`config.mk`:
```
export PLATFORM = sky130hd
export DESIGN_NAME = mon_initiator
export DESIGN_NICKNAME = d
export VERILOG_FILES = /design/src/rtl/mon_initiator.sv
export SDC_FILE = /design/constraint.sdc
export NUM_CORES = 1
export LEC_CHECK = 0
export CAP_MARGIN = 20
export CORE_MARGIN = 2
export CORE_UTILIZATION = 25
export DETAILED_ROUTE_END_ITERATION = 8
export PLACE_DENSITY_LB_ADDON = 0.3
export SLEW_MARGIN = 20
export SYNTH_ARGS = -nofsm -noshare
export SYNTH_HDL_FRONTEND = slang
export SYNTH_SLANG_ARGS = --single-unit
```
`constraint.sdc`:
```
create_clock -name clk -period 2.45 [get_ports clk]
set_input_delay 0.49 -clock clk [delete_from_list [all_inputs] [get_ports clk]]
set_output_delay 0.49 -clock clk [all_outputs]
set_load 0.05 [all_outputs]
```
`src/rtl/mon_initiator.sv`:
```
`default_nettype none
// ============================================================================
// mon_initiator : host-side LOAD/DUMP/EXEC initiator for the monitor serial link
// Revision      : 1.0
// ============================================================================
module mon_initiator #(
   parameter logic [23:0] TIMEOUT = 24'd1200000,
   parameter logic [15:0] TXGAP   = 16'hfff
) (
   input  logic        clk,
   input  logic        reset_n,
   input  logic        start,
   input  logic [1:0]  cmd,
   input  logic [15:0] addr,
   input  logic [15:0] len,
   output logic        busy,
   output logic        done,
   output logic        error,
   output logic [1:0]  err_code,
   input  logic [7:0]  pl_data,
   input  logic        pl_empty,
   output logic        pl_read,
   output logic [7:0]  rd_data,
   output logic        rd_valid,
   output logic [7:0]  tx_byte,
   output logic        transmit,
   input  logic        is_transmitting,
   input  logic [7:0]  rx_byte,
   input  logic        received
);

   typedef enum logic [2:0] {
      S_IDLE    = 3'd0,
      S_GAP     = 3'd1,
      S_TX      = 3'd2,
      S_ECHO    = 3'd3,
      S_PL_WAIT = 3'd4,
      S_DRX     = 3'd5
   } state_t;

   localparam logic [1:0] c_cmd_load     = 2'd1;
   localparam logic [1:0] c_cmd_dump     = 2'd2;
   localparam logic [1:0] c_err_cmd      = 2'd1;
   localparam logic [1:0] c_err_echo     = 2'd2;
   localparam logic [1:0] c_err_timeout  = 2'd3;
   localparam logic [2:0] c_idx_last_hdr = 3'd5;
   localparam logic [2:0] c_idx_payload  = 3'd6;

   state_t      state_q, state_d;
   logic [1:0]  cmd_q, cmd_d;
   logic [15:0] addr_q, addr_d;
   logic [15:0] len_q, len_d;
   logic [2:0]  idx_q, idx_d;
   logic [15:0] gap_q, gap_d;
   logic [23:0] tmo_q, tmo_d;
   logic [7:0]  pl_byte_q, pl_byte_d;
   logic        busy_q, busy_d;
   logic        done_q, done_d;
   logic        error_q, error_d;
   logic [1:0]  err_code_q, err_code_d;
   logic        pl_read_q, pl_read_d;
   logic [7:0]  rd_data_q, rd_data_d;
   logic        rd_valid_q, rd_valid_d;
   logic [7:0]  tx_byte_q, tx_byte_d;
   logic        transmit_q, transmit_d;

   logic [7:0]  w_hdr_byte;
   logic        w_tmo_expire;

   always_comb begin
      case (idx_q)
         3'd0:    w_hdr_byte = {6'd0, cmd_q};
         3'd1:    w_hdr_byte = 8'h00;
         3'd2:    w_hdr_byte = addr_q[15:8];
         3'd3:    w_hdr_byte = addr_q[7:0];
         3'd4:    w_hdr_byte = len_q[15:8];
         default: w_hdr_byte = len_q[7:0];
      endcase
   end

   // The counter is one cycle from zero: this quiet cycle is the last allowed.
   assign w_tmo_expire = (tmo_q <= 24'd1);

   always_comb begin
      state_d    = state_q;
      cmd_d      = cmd_q;
      addr_d     = addr_q;
      len_d      = len_q;
      idx_d      = idx_q;
      gap_d      = gap_q;
      tmo_d      = tmo_q;
      pl_byte_d  = pl_byte_q;
      busy_d     = busy_q;
      done_d     = 1'b0;
      error_d    = 1'b0;
      err_code_d = err_code_q;
      pl_read_d  = 1'b0;
      rd_data_d  = rd_data_q;
      rd_valid_d = 1'b0;
      tx_byte_d  = tx_byte_q;
      transmit_d = 1'b0;

      case (state_q)
         S_IDLE: begin
            if (start) begin
               if (cmd == 2'd0) begin
                  error_d    = 1'b1;
                  err_code_d = c_err_cmd;
               end else begin
                  cmd_d      = cmd;
                  addr_d     = addr;
                  len_d      = len;
                  idx_d      = 3'd0;
                  gap_d      = TXGAP;
                  busy_d     = 1'b1;
                  err_code_d = 2'd0;
                  state_d    = S_GAP;
               end
            end
         end
         S_GAP: begin
            if (gap_q == 16'd0) state_d = S_TX;
            else                gap_d   = gap_q - 16'd1;
         end
         S_TX: begin
            if (!is_transmitting) begin
               tx_byte_d  = (idx_q == c_idx_payload) ? pl_byte_q : w_hdr_byte;
               transmit_d = 1'b1;
               tmo_d      = TIMEOUT;
               state_d    = S_ECHO;
            end
         end
         S_ECHO: begin
            if (received) begin
               if (rx_byte != tx_byte_q) begin
                  error_d    = 1'b1;
                  err_code_d = c_err_echo;
                  busy_d     = 1'b0;
                  state_d    = S_IDLE;
               end else if (idx_q < c_idx_last_hdr) begin
                  idx_d   = idx_q + 3'd1;
                  gap_d   = TXGAP;
                  state_d = S_GAP;
               end else if (idx_q == c_idx_last_hdr) begin
                  if (cmd_q == c_cmd_load && len_q != 16'd0) begin
                     idx_d   = c_idx_payload;
                     state_d = S_PL_WAIT;
                  end else if (cmd_q == c_cmd_dump && len_q != 16'd0) begin
                     tmo_d   = TIMEOUT;
                     state_d = S_DRX;
                  end else begin
                     done_d  = 1'b1;
                     busy_d  = 1'b0;
                     state_d = S_IDLE;
                  end
               end else begin
                  len_d = len_q - 16'd1;
                  if (len_q == 16'd1) begin
                     done_d  = 1'b1;
                     busy_d  = 1'b0;
                     state_d = S_IDLE;
                  end else begin
                     state_d = S_PL_WAIT;
                  end
               end
            end else if (w_tmo_expire) begin
               error_d    = 1'b1;
               err_code_d = c_err_timeout;
               busy_d     = 1'b0;
               state_d    = S_IDLE;
            end else begin
               tmo_d = tmo_q - 24'd1;
            end
         end
         S_PL_WAIT: begin
            if (!pl_empty) begin
               pl_byte_d = pl_data;
               pl_read_d = 1'b1;
               gap_d     = TXGAP;
               state_d   = S_GAP;
            end
         end
         S_DRX: begin
            if (received) begin
               rd_data_d  = rx_byte;
               rd_valid_d = 1'b1;
               len_d      = len_q - 16'd1;
               tmo_d      = TIMEOUT;
               if (len_q == 16'd1) begin
                  done_d  = 1'b1;
                  busy_d  = 1'b0;
                  state_d = S_IDLE;
               end
            end else if (w_tmo_expire) begin
               error_d    = 1'b1;
               err_code_d = c_err_timeout;
               busy_d     = 1'b0;
               state_d    = S_IDLE;
            end else begin
               tmo_d = tmo_q - 24'd1;
            end
         end
         default: state_d = S_IDLE;
      endcase
   end

   always_ff @(posedge clk or negedge reset_n) begin
      if (!reset_n) begin
         state_q    <= S_IDLE;
         cmd_q      <= 2'd0;
         addr_q     <= 16'd0;
         len_q      <= 16'd0;
         idx_q      <= 3'd0;
         gap_q      <= 16'd0;
         tmo_q      <= 24'd0;
         pl_byte_q  <= 8'd0;
         busy_q     <= 1'b0;
         done_q     <= 1'b0;
         error_q    <= 1'b0;
         err_code_q <= 2'd0;
         pl_read_q  <= 1'b0;
         rd_data_q  <= 8'd0;
         rd_valid_q <= 1'b0;
         tx_byte_q  <= 8'd0;
         transmit_q <= 1'b0;
      end else begin
         state_q    <= state_d;
         cmd_q      <= cmd_d;
         addr_q     <= addr_d;
         len_q      <= len_d;
         idx_q      <= idx_d;
         gap_q      <= gap_d;
         tmo_q      <= tmo_d;
         pl_byte_q  <= pl_byte_d;
         busy_q     <= busy_d;
         done_q     <= done_d;
         error_q    <= error_d;
         err_code_q <= err_code_d;
         pl_read_q  <= pl_read_d;
         rd_data_q  <= rd_data_d;
         rd_valid_q <= rd_valid_d;
         tx_byte_q  <= tx_byte_d;
         transmit_q <= transmit_d;
      end
   end

   assign busy     = busy_q;
   assign done     = done_q;
   assign error    = error_q;
   assign err_code = err_code_q;
   assign pl_read  = pl_read_q;
   assign rd_data  = rd_data_q;
   assign rd_valid = rd_valid_q;
   assign tx_byte  = tx_byte_q;
   assign transmit = transmit_q;

endmodule
`default_nettype wire

```
==> results by group, run 1 <==
Outcome
  • Status: finished, final reports clean

Synthesis
  • Mapped Nets: about 740
  • Register area share after synthesis: a little under half
  • Yosys top cell by area: dfrtp_1
  • Number of flops mapped to enable cells by yosys: 0
  • Post-synth top cells: dfrtp_1 (112), nand2_1 (69), nor2_1 (54)
  • Mapped Cells: 670
  • Avg Inst Size Synth: around 9.3 um2
  • Mapped cell area: 0.00621 mm2
  • Count leader, synth: dfrtp_1
  • Primary FF master, synth: dfrtp_1
  • Top post-synthesis cells by area: dfrtp_1 (45%), mux2_2 (4.7%), nand2_1 (4.2%)
  • Synth Register Bits: approximately 110
  • Asr flop ratio synth: between 90% and 100%
  • Synth warn: 0
  • Synth cell types: roughly 80
  • Area share of the largest cell type after synthesis: a little under half

STA
  • Final Skew: 0.00956 ns
  • Hold Vio Cnt, Final: 0
  • Max-slew violations: 0
  • Final setup margin: 0.0864 ns
  • Final setup viols: 0
  • Final period util: 96.5%
  • Setup tns final: 0 ns
  • Final min period: 2.36 ns
  • Slew @ Worst Pin: 0.635 ns
  • Slew margin rel.: 57.7%
  • Fmax: 423 MHz

Placement
  • Port Buffers: 79
  • Place WS: -0.366 ns
  • Post-DP Area: roughly 0.0081 mm2
  • Post-placement cell count: 1,140
  • Placer Congestion: between 0.8 and 0.9
  • Detail Placement HPWL: about 14 mm

Floorplan
  • Die width: approximately 160 um
  • IO Pins: 80
  • Initial Utilization: between 20% and 30%
  • DIE HEIGHT: around 160 um
  • Die area: between 0.02 and 0.03 mm2
  • Core ar.: ~0.024 mm2
  • Site Rows: 57

Setup path
  • Crit Path Category: in -> reg
  • Crit start category: input pin
  • Worst endpoint required time: around 2.7 ns
  • Crit path DAT: around 2.7 ns
  • Max Fanout on Critical Path: 8
  • Critical Path Sink Type: register

Clock network
  • CTS tree: built
  • Clock Tree Buf Depth: 2
  • Root Driver: clkbuf_16
  • Htree depth: 3
  • Clk slew on worst S/H paths: approximately 0.080 ns
  • Later-pin clock latency in the skew report: between 0.3 and 0.4 ns
  • Hold buffers post-CTS: 0
  • Number of buffers created by CTS: 9
  • Clk sink count: 112

Final layout
  • Layout cells sized above 1: between 20 and 25%
  • Non-filler cells, final: 1,157
  • Layout net count: 894
  • Inserted Diodes: 0
  • Layout area overhead: 35.7%
  • Cell area after layout: around 0.0084 mm2

Worst hold path
  • Hold Crit Class: in -> async

Detailed routing
  • Via/cell ratio: approximately 4.9
  • Vias: between 5,000 and 6,000
  • Drt total wl: around 18 mm
  • Initial drt markers: between 200 and 300
  • DRC Markers: 0
  • ANT nets after route: 0
  • DRT Pass-1 Iters: 5
  • Routed len/inst: ~16 um

Global routing
  • Initial antenna violation count: 0
  • Global Route Usage Sum: 14.3%
  • Global route overflow: 0
  • First-pass GRT wire length: ~30 mm
  • Vias in the first global route: ~5,600
  • Largest net degree at the start of global routing: 45

Power and ir drop
  • Overall power: a little under 9000 uW
  • Lkg Pwr: 0.00338 uW
  • VDD IR max: about 0.00044 V
  • Power Dens Cells: between 1000 and 1500 mW/mm2

Run
  • # Max-Cap Violations: 0
-- power breakdown --
group / switching (uW) / leakage (uW) / internal [uW]
Sequential: 419 / 0.00136 / 2340
Combinational: 2430 / 0.00187 / 1960
Clock: 795 / 0.000150 / 736
-- stage by stage --
step | utilization (%) | hold slack [ns]
global route | 34.6 | 0.178
CTS | 34.5 | 0.162
floorplan | - | 0.194
finish | 34.6 | 0.143
global placement | 33.2 | 0.459
detailed placement | 33.2 | 0.463
-- kinds of logic (layout without fill, tap and decap cells) --
group / Yosys count / count (layout) / share of synthesized area, %
buf+inv: 60 / 223 / 4.35
compound gates: 194 / 194 / 20.5
xor+xnor: 12 / 12 / 1.69
mux: 30 / 30 / 5.36
simple gates: 252 / 252 / 21.0
fa+ha+maj: 10 / 10 / 2.01
flops: 112 / 112 / 45.1
-- sequential cells by signal, indices dropped and copies added, names as in the netlist, 3 cells and up --
name / cells
tmo_q: 24
addr_q: 16
gap_q: 16
len_q: 16
pl_byte_q: 8
rd_data: 8
tx_byte: 8
idx_q: 3
state_q: 3
-- path summary, 6_finish.rpt --
check	startpoint	to	slack (ns)	cells past startpoint
min in group clk	rd_data[3]$_DFFE_PN0P_	rd_data[3]$_DFFE_PN0P_	0.48	2
worst max register to register	gap_q[13]$_DFFE_PN0P_	gap_q[7]$_DFFE_PN0P_	0.12	7
worst max-delay path	rx_byte[6]	gap_q[15]$_DFFE_PN0P_	0.09	7
worst min-delay path	reset_n	addr_q[3]$_DFFE_PN0P_	0.14	1
worst min register to register	rd_data[3]$_DFFE_PN0P_	rd_data[3]$_DFFE_PN0P_	0.48	2
max in group asynchronous	reset_n	len_q[13]$_DFFE_PN0P_	1.65	2
-- per-layer routing --
metal | part of all wire [%] | vias up | global-route usage (%)
met2 | 48 | 104 | 23.7
met5 | 0 | - | 0
met3 | 3.2 | 16 | 2.37
li1 | - | 2808 | -
met4 | 1.1 | 0 | 3.02
met1 | 47 | 2782 | 19.8
-- cell type report --
class                   instances  area [um2]
inverters                      23        86.3
multi-input cells             498        3180
repair buffers                184        1650
well taps                     324         405
clock buffers                   9         225
flip-flops and latches        112        2800
fillers                      2520       16000
clock inverters                 7        81.3
-- repair_timing --
item,4_1_cts,5_1_grt
buffers inserted,0,1
setup endpoints to repair,3,6
gates resized for setup,1,5
pin swaps,1,4
-- critical path: stages --
cell	delay, ns
clkdlybuf4s50_1	0.51
xnor2_1	0.13
nand4_1	0.16
o21a_1	0.23
or3_4	0.43
or4_2	0.55
a21oi_1	0.15
-- layout by cell type (no fill, tap or decap), types with 10 or more instances in the layout --
| master | instances |
|---|---|
| a21oi_1 | 40 |
| a31oi_1 | 26 |
| buf_4 | 100 |
| clkdlybuf4s50_1 | 78 |
| dfrtp_1 | 112 |
| ha_1 | 10 |
| inv_1 | 23 |
| mux2_2 | 26 |
| nand2_1 | 69 |
| nand3_1 | 29 |
| nor2_1 | 54 |
| nor3_1 | 23 |
| nor4_1 | 11 |
| o211ai_1 | 11 |
| o21ai_0 | 43 |
| o31ai_1 | 14 |
(Power assumes the default switching activity.)
==> run 2: changes to the inputs <==
- CAP_MARGIN: 20 -> not set
==> results of run 2 <==
Same layout as run 1: the final DEF is identical, and so are final timing and power.
